===== src/rtl/pingpong_pkg.sv =====
// Shared types and defaults for the ECG ping-pong buffer write side.
// The optional sample-drop behaviour is selected with the PINGPONG_DROP_EN macro.
package pingpong_pkg;

  localparam int DEF_ADDR_W    = 12;
  localparam int DEF_DATA_W    = 32;
  localparam int DEF_FRAME_LEN = 2500;
  localparam int FRAME_CNT_W   = 16;

  typedef enum logic [1:0] {
    FILL = 2'd0,
    SWAP = 2'd1,
    HOLD = 2'd2
  } state_t;

endpackage


===== src/rtl/pp_addr_counter.sv =====
// Fill address counter for one bank: counts 0..FRAME_LEN-1, saturates at the
// last address and flags it, and is cleared when the banks swap.
module pp_addr_counter
  import pingpong_pkg::*;
#(
  parameter int ADDR_W    = DEF_ADDR_W,
  parameter int FRAME_LEN = DEF_FRAME_LEN
) (
  input  logic              clk,
  input  logic              rst_n,
  input  logic              inc,
  input  logic              clr,
  output logic [ADDR_W-1:0] addr,
  output logic              at_last
);

  localparam logic [ADDR_W-1:0] LAST_ADDR = ADDR_W'(FRAME_LEN - 1);

  assign at_last = (addr == LAST_ADDR);

  always_ff @(posedge clk or negedge rst_n) begin
    // NOTE: registers are updated with <= so every flop samples pre-edge values.
    if (!rst_n) begin
      addr <= '0;
    end else if (clr) begin
      addr <= '0;
    end else if (inc && !at_last) begin
      addr <= addr + ADDR_W'(1);
    end
  end

endmodule


===== src/rtl/pingpong_fill_ctrl.sv =====
// Write-side controller for the ECG ping-pong sample buffer.
// Define PINGPONG_DROP_EN to accept-and-discard samples while waiting for the reader.
module pingpong_fill_ctrl
  import pingpong_pkg::*;
#(
  parameter int ADDR_W    = DEF_ADDR_W,
  parameter int DATA_W    = DEF_DATA_W,
  parameter int FRAME_LEN = DEF_FRAME_LEN
) (
  input  logic                   clk,
  input  logic                   rst_n,
  input  logic                   s_valid,
  input  logic [DATA_W-1:0]      s_data,
  output logic                   s_ready,
  output logic [ADDR_W-1:0]      fu_addra,
  output logic [DATA_W-1:0]      dt_an,
  output logic                   fu_we,
  output logic                   switch,
  output logic                   frame_ready,
  input  logic                   frame_done,
  output logic [FRAME_CNT_W-1:0] frame_cnt,
  output logic                   overflow
);

  state_t            state;
  logic              armed;
  logic              rd_busy;
  logic              accept;
  logic              wr_en;
  logic              do_swap;
  logic              at_last;
  logic [ADDR_W-1:0] wr_addr;

  // The first cycle after reset release keeps s_ready low before filling starts.
`ifdef PINGPONG_DROP_EN
  assign s_ready = armed && ((state == FILL) || (state == HOLD));
`else
  assign s_ready = armed && (state == FILL);
`endif

  assign accept      = s_valid && s_ready;
  assign wr_en       = accept && (state == FILL);
  assign frame_ready = rd_busy;

  always_comb begin
    // NOTE: default first so every path assigns do_swap; otherwise a latch is inferred.
    do_swap = 1'b0;
    case (state)
      SWAP:    do_swap = !rd_busy || frame_done;
      HOLD:    do_swap = frame_done;
      default: do_swap = 1'b0;
    endcase
  end

  pp_addr_counter #(
    .ADDR_W   (ADDR_W),
    .FRAME_LEN(FRAME_LEN)
  ) u_addr_counter (
    .clk    (clk),
    .rst_n  (rst_n),
    .inc    (wr_en),
    .clr    (do_swap),
    .addr   (wr_addr),
    .at_last(at_last)
  );

  always_ff @(posedge clk or negedge rst_n) begin
    if (!rst_n) begin
      state     <= FILL;
      armed     <= 1'b0;
      rd_busy   <= 1'b0;
      switch    <= 1'b0;
      frame_cnt <= '0;
      fu_we     <= 1'b0;
      fu_addra  <= '0;
      dt_an     <= '0;
    end else begin
      armed <= 1'b1;
      fu_we <= wr_en;
      if (wr_en) begin
        fu_addra <= wr_addr;
        dt_an    <= s_data;
      end

      // A done pulse on the swap edge is a release and re-acquire: rd_busy stays set.
      if (do_swap) begin
        switch    <= ~switch;
        rd_busy   <= 1'b1;
        frame_cnt <= frame_cnt + FRAME_CNT_W'(1);
      end else if (frame_done) begin
        rd_busy <= 1'b0;
      end

      case (state)
        FILL:    if (wr_en && at_last) state <= SWAP;
        SWAP:    state <= do_swap ? FILL : HOLD;
        HOLD:    if (do_swap) state <= FILL;
        default: state <= FILL;
      endcase
    end
  end

`ifdef PINGPONG_DROP_EN
  always_ff @(posedge clk or negedge rst_n) begin
    if (!rst_n) begin
      overflow <= 1'b0;
    end else if (accept && (state == HOLD)) begin
      overflow <= 1'b1;
    end
  end
`else
  assign overflow = 1'b0;
`endif

endmodule

===== config.mk =====
export PLATFORM = sky130hd
export DESIGN_NAME = pingpong_fill_ctrl
export DESIGN_NICKNAME = d
export VERILOG_FILES = /design/src/rtl/pingpong_pkg.sv /design/src/rtl/pp_addr_counter.sv /design/src/rtl/pingpong_fill_ctrl.sv
export SDC_FILE = /design/constraint.sdc
export NUM_CORES = 1
export LEC_CHECK = 0
export BUFFER_PORTS_ARGS = -buffer_cell sky130_fd_sc_hd__buf_2
export CAP_MARGIN = 20
export CELL_PAD_IN_SITES_DETAIL_PLACEMENT = 0
export CELL_PAD_IN_SITES_GLOBAL_PLACEMENT = 1
export CORE_MARGIN = 8
export CORE_UTILIZATION = 38
export DETAILED_ROUTE_END_ITERATION = 16
export GPL_ROUTABILITY_DRIVEN = 1
export PLACE_DENSITY = 0.78
export SYNTH_ARGS = -nofsm -noshare
export SYNTH_HDL_FRONTEND = slang
export SYNTH_SLANG_ARGS = --single-unit

===== constraint.sdc =====
create_clock -name clk -period 2.5 [get_ports clk]
set_clock_uncertainty 0.05 [all_clocks]
set_input_delay 0 -clock clk [delete_from_list [all_inputs] [get_ports clk]]
set_output_delay 0 -clock clk [all_outputs]
set_load 0.03 [all_outputs]

# --- Word-level counts from Yosys, hierarchy flattened ---
# Cells that the tools add are included.
word_totals:
  in_bits: 36
  out_inout_bits: 65
  latchBits: 0
  memories: 0
  mem_bits_ro: 0
  word_cells: 38
  ram_bits: 0
  ff_bits: 78
op_classes:
  n_mux: 9
  bitwise_logic: 1
  addsub: 2
  multipliers: 0
  shift: 0
  eq_ne: 5
  div_mod_pow: 0
  order_cmp: 0
  n_reduce_logical: 12
op_table:
  columns: ["op", "n"]
  rows:
  - ["$mux W12", 2]
  - ["$add A16 B1 Y16 const B", 1]
  - ["$add A12 B1 Y12 const B", 1]
  - ["$eq A12 B12 Y1 const B", 1]
  - ["$mux W2", 3]
  - ["$pmux W2 S3", 1]
  - ["$logic_and A1 B1 Y1", 5]
  - ["$reduce_bool A2 Y1", 2]
  - ["$eq A2 B1 Y1 const B", 1]
  - ["$eq A2 B2 Y1 const B", 1]
  - ["$logic_not A1 Y1", 2]
  - ["$logic_not A2 Y1", 1]
  - ["$mux W1", 2]
  - ["$ne A2 B1 Y1 const B", 1]
  - ["$ne A2 B2 Y1 const B", 1]
  - ["$pmux W1 S2", 1]
  - ["$reduce_and A2 Y1", 1]
  - ["$logic_or A1 B1 Y1", 1]
  - ["$not A1 Y1", 1]

# --- Depth between registers and ports, before layout ---
logic_depth:
  word_depth: 7
  ltp_mapped: 7
  depth_no_buf: 7

# --- Modules after synthesis ---
# A second synthesis with hierarchy kept.
unflattened:
  cells_unflattened: 262
  hier_area_um2: 3475.8
modules_own_cells:
  columns: ["mod", "instances", "seq_area_each_um2", "cells_each", "area_each_um2"]
  rows:
  - ["pingpong_fill_ctrl", 1, 1651.6, 187, 2747.6]
  - ["pp_addr_counter", 1, 300.3, 75, 728.2]

# --- Worst setup path before layout ---
# Ideal clock, no wire load.
synth_path:
  kind: "register -> register"
  start: "reg state[0]"
  end: "reg u_addr_counter.addr[11]"
  setup_slack_ns: 0.506
  stages_incl_launch_ff: 7
  setup_time_ns: 0.078
  required_time_ns: 2.372
  arrival_ns: 1.866
  cell_sequence: "dfrtp_1 -> inv_1 -> ha_1 -> nand4_4 -> or4_4 -> or3_1 -> a21oi_1"
synth_via:
  elab_chain_cells: 6
  elab_cells_between_ends: 10
  classes_between: "2 x eq/ne; 2 x mux; 6 x reduce/logical"
synth_lines:
  columns: ["element", "line_no", "text"]
  rows:
  - ["start: declaration", "pingpong_fill_ctrl.sv:25", "state_t state;"]
  - ["start signal: assignment", "pingpong_fill_ctrl.sv:96", "SWAP: state <= do_swap ? FILL : HOLD;"]
  - ["$logic_not A2 Y1", "pingpong_fill_ctrl.sv:38, pingpong_fill_ctrl.sv:42", null]
  - ["$logic_and A1 B1 Y1", "pingpong_fill_ctrl.sv:38", "assign s_ready = armed && (state == FILL);"]
  - ["$logic_and A1 B1 Y1", "pingpong_fill_ctrl.sv:41", "assign accept = s_valid && s_ready;"]
  - ["$logic_and A1 B1 Y1", "pingpong_fill_ctrl.sv:42", "assign wr_en = accept && (state == FILL);"]
  - ["$logic_and A1 B1 Y1", "pp_addr_counter.sv:27", "end else if (inc && !at_last) begin"]
  - ["$reduce_bool A2 Y1 (no line)", null, null]
  - ["end signal: assignment", "pp_addr_counter.sv:28", "addr <= addr + ADDR_W'(1);"]
  - ["end: declaration", "pp_addr_counter.sv:13", "output logic [ADDR_W-1:0] addr,"]
# Parallel ways exist; a longest one is shown, timed or not.
# A chain may end at the register's enable or synchronous reset.

# --- Worst setup path after layout ---
layout_path:
  start: "reg state[1]"
  end: "reg u_addr_counter.addr[11]"
# The elaborated chain is that of the path after synthesis.

==> flow_metrics.env <==
export IMPL_status="finished clean"
export IMPL_finalSetupViolations=0
export IMPL_grt_antenna_before_repair=0
export IMPL_rsz0062_at_grt="no"
export IMPL_synthArstFlopShare_pct=100
export IMPL_final_nets=518
export IMPL_synth_edf_count=0
export IMPL_dr_pass1_iters=4
export IMPL_dieArea_mm2=0.0118
export IMPL_num_rows=34
export IMPL_insertion_delay_ps=350
export IMPL_power_leakage_uw=0.00235
export IMPL_die_y_um=109
export IMPL_initial_utilization_pct=38.3
export IMPL_syn_inst=338
export IMPL_numCtsBuffers=9
export IMPL_synth_compound_area_share_pct=3.68
export IMPL_final_area_mm2=0.00444
export IMPL_path_class="reg2reg"
export IMPL_synth_nets=379
export IMPL_clkTransAtPathRegs_ps=80
export IMPL_start_kind="flip-flop"
export IMPL_postCtsResizedCells=0
export IMPL_synthAdderAreaFrac_pct=1.92
export IMPL_io_buffers=99
export IMPL_grt_max_degree=79
export IMPL_post_route_min_period_ps=2180
export IMPL_yosysUniqueCellTypes=34
export IMPL_post_dp_hpwl_um=5360
export IMPL_placed_cell_area_mm2=0.00390
export IMPL_antenna_left=0
export IMPL_viasPerCell=4.57
export IMPL_slew_viol_final=0
export IMPL_cts_sinks=78
export IMPL_avgSynthCellArea_um2=9.65
export IMPL_yosysTopAreaCellShare_pct=59.8
export IMPL_critPathMaxStageDelay_ps=560
export IMPL_synth_xor_area_share_pct=6.18
export IMPL_antenna_cells=0
export IMPL_fmax_mhz=459
export IMPL_yosys_top_cells_count="142 x nand2_1, 78 x dfrtp_1, 19 x xnor2_1, 11 x clkbuf_1, 10 x nand3_1"
export IMPL_ios=101
export IMPL_muxShareOfSynthArea_pct=0.614
export IMPL_relSlewSlack_pct=34.0
export IMPL_avgRoutedWirePerCell_um=14.0
export IMPL_hp_class="in2async"
export IMPL_holdBufCountCts=35
export IMPL_drc=0
export IMPL_grt_use_total_pct=14.4
export IMPL_power_per_cell_area_mw_per_mm2=780
export IMPL_cts_tree="built"
export IMPL_synthSimpleGateAreaFrac_pct=25.4
export IMPL_grt_pass1_wl_um=13400
export IMPL_postCtsSetupBuffers=0
export IMPL_tns_ps=0
export IMPL_critPathSlowestCell="or4_4"
export IMPL_yosys_warnings=0
export IMPL_seq_area_frac_synth_pct=59.8
export IMPL_synthesis_area_mm2=0.00326
export IMPL_synth_most_common_cell="nand2_1"
export IMPL_cp_required_ps=2730
export IMPL_finish_utilization_pct=52.1
export IMPL_synth_top_area_cell="dfrtp_1"
export IMPL_worst_pin_slew_ps=989
export IMPL_finalHoldViolations=0
export IMPL_htreeDepth=3
export IMPL_grt_pass1_vias=2720
export IMPL_fillers=828
export IMPL_clockBufferDepth=2
export IMPL_cp_end_kind="flip-flop"
export IMPL_drv_cap=0
export IMPL_die_w_um=109
export IMPL_design_core_area_mm2=0.00851
export IMPL_synth_seq_cells=78
export IMPL_finalCritPeriodShare_pct=87.2
export IMPL_crit_fanout=7
export IMPL_synth_top_family_by_area="simple AND/OR/NAND/NOR gates"
export IMPL_synth_area_leaders="dfrtp_1 60%, nand2_1 16%, xnor2_1 5.1%, ha_1 1.9%, nand3_1 1.5%"
export IMPL_wl_um=8240
export IMPL_ir_drop_mv=0.368
export IMPL_drt_initial_drc_count=166
export IMPL_arrival_ps=2420
export IMPL_vias=2693
export IMPL_drive_gt1_share_pct=26.2
export IMPL_worstPathCellList="inv_1 -> ha_1 -> nand4_4 -> or4_4 -> or3_1 -> a21oi_1"
export IMPL_synth_ff_type="dfrtp_1"
export IMPL_grt_overflow_total=0
export IMPL_syn2layout_area_growth_pct=36.0
export IMPL_root_buffer="clkbuf_8"
export IMPL_gp_congestion=0.752
worst max-delay path, delay by kind of cell, from the launching register on:
| kind | cells | cell delay (ps) |
|---|---|---|
| flip-flops | 1 | 380 |
| AO/OA/AOI/OAI | 1 | 140 |
| buffers and inverters | 1 | 100 |
| adder cells (fa/ha/maj) | 1 | 330 |
| AND/OR/NAND/NOR | 3 | 1110 |
cell families after synthesis:
kind of cell    after synthesis
simple gates                190
flops                        78
xor+xnor                     23
compound gates               20
buf+inv                      18
fa+ha+maj                     5
other cells                   2
mux                           2
power breakdown:
| group | switching (uW) | total (uW) | leakage (uW) | internal (uW) |
|---|---|---|---|---|
| sequential | 153 | 1610 | 0.00100 | 1460 |
| combinational | 617 | 918 | 0.00125 | 301 |
| clock | 453 | 933 | 0.0000952 | 480 |
area by class of cell:
| cell class | instances | area [um^2] | area share [%] |
|---|---|---|---|
| tap | 108 | 135 | 3.05 |
| clock buffer | 11 | 141 | 3.19 |
| multi-input combinational | 242 | 1240 | 28.0 |
| clock inverter | 4 | 47.5 | 1.07 |
| sequential | 78 | 1950 | 44.0 |
| inverter | 6 | 22.5 | 0.508 |
| timing repair buffer | 140 | 893 | 20.1 |
worst paths after layout:
kind | start | endpoint | slack (ps) | cells past startpoint
max | state[1] | u_addr_counter.addr[11] | 320 | 6
min | rst_n | dt_an[0] | 270 | 2
max reg2reg | state[1] | u_addr_counter.addr[11] | 320 | 6
min reg2reg | frame_cnt[15] | frame_cnt[15] | 420 | 1
max in group asynchronous | rst_n | fu_addra[7] | 1450 | 2
min in group clk | s_data[16] | dt_an[16] | 320 | 4
flip-flops by register name, summed over array words and instances, names as in the netlist:
register	count
dt_an	32
frame_cnt	16
fu_addra	12
u_addr_counter.addr	12
state	2
armed	1
frame_ready	1
fu_we	1
switch	1
cells in the final DEF, fill, tap and decap left out, drive strengths merged:
| cell type | n |
|---|---|
| or4 | 1 |
| nand2b | 4 |
| inv | 6 |
| and2 | 2 |
| nor3b | 1 |
| o21ai | 7 |
| or2 | 1 |
| conb | 2 |
| and4 | 4 |
| a21o | 2 |
| clkbuf | 11 |
| dfrtp | 78 |
| clkinv | 2 |
| nand4 | 4 |
| a221o | 1 |
| buf | 105 |
| or3 | 4 |
| nand2 | 142 |
| nor4 | 2 |
| xnor2 | 19 |
| clkinvlp | 1 |
| nand3 | 10 |
| dlygate4sd3 | 35 |
| a22oi | 1 |
| a21oi | 6 |
| and3 | 3 |
| a31oi | 1 |
| ha | 5 |
| nor3 | 3 |
| xor2 | 4 |
| a211oi | 2 |
| nor2 | 9 |
| mux2i | 2 |
| bufinv | 1 |
routing by layer:
metal | share of wire, % | track usage [%]
met1 | 44 | 17.6
met2 | 47 | 22.8
met3 | 7.0 | 4.96
met4 | 1.7 | 6.26
met5 | 0 | 0
through the flow:
stage	cells	hold WS [ps]	total power, uW	setup slack [ps]
2_1_floorplan	338	-346	2200	506
5_1_grt	589	332	3670	177
3_3_place_gp	539	139	2500	411
4_1_cts	589	297	3510	315
6_report	589	268	3460	319
3_5_place_dp	539	144	2520	341
(Power assumes the default switching activity.)
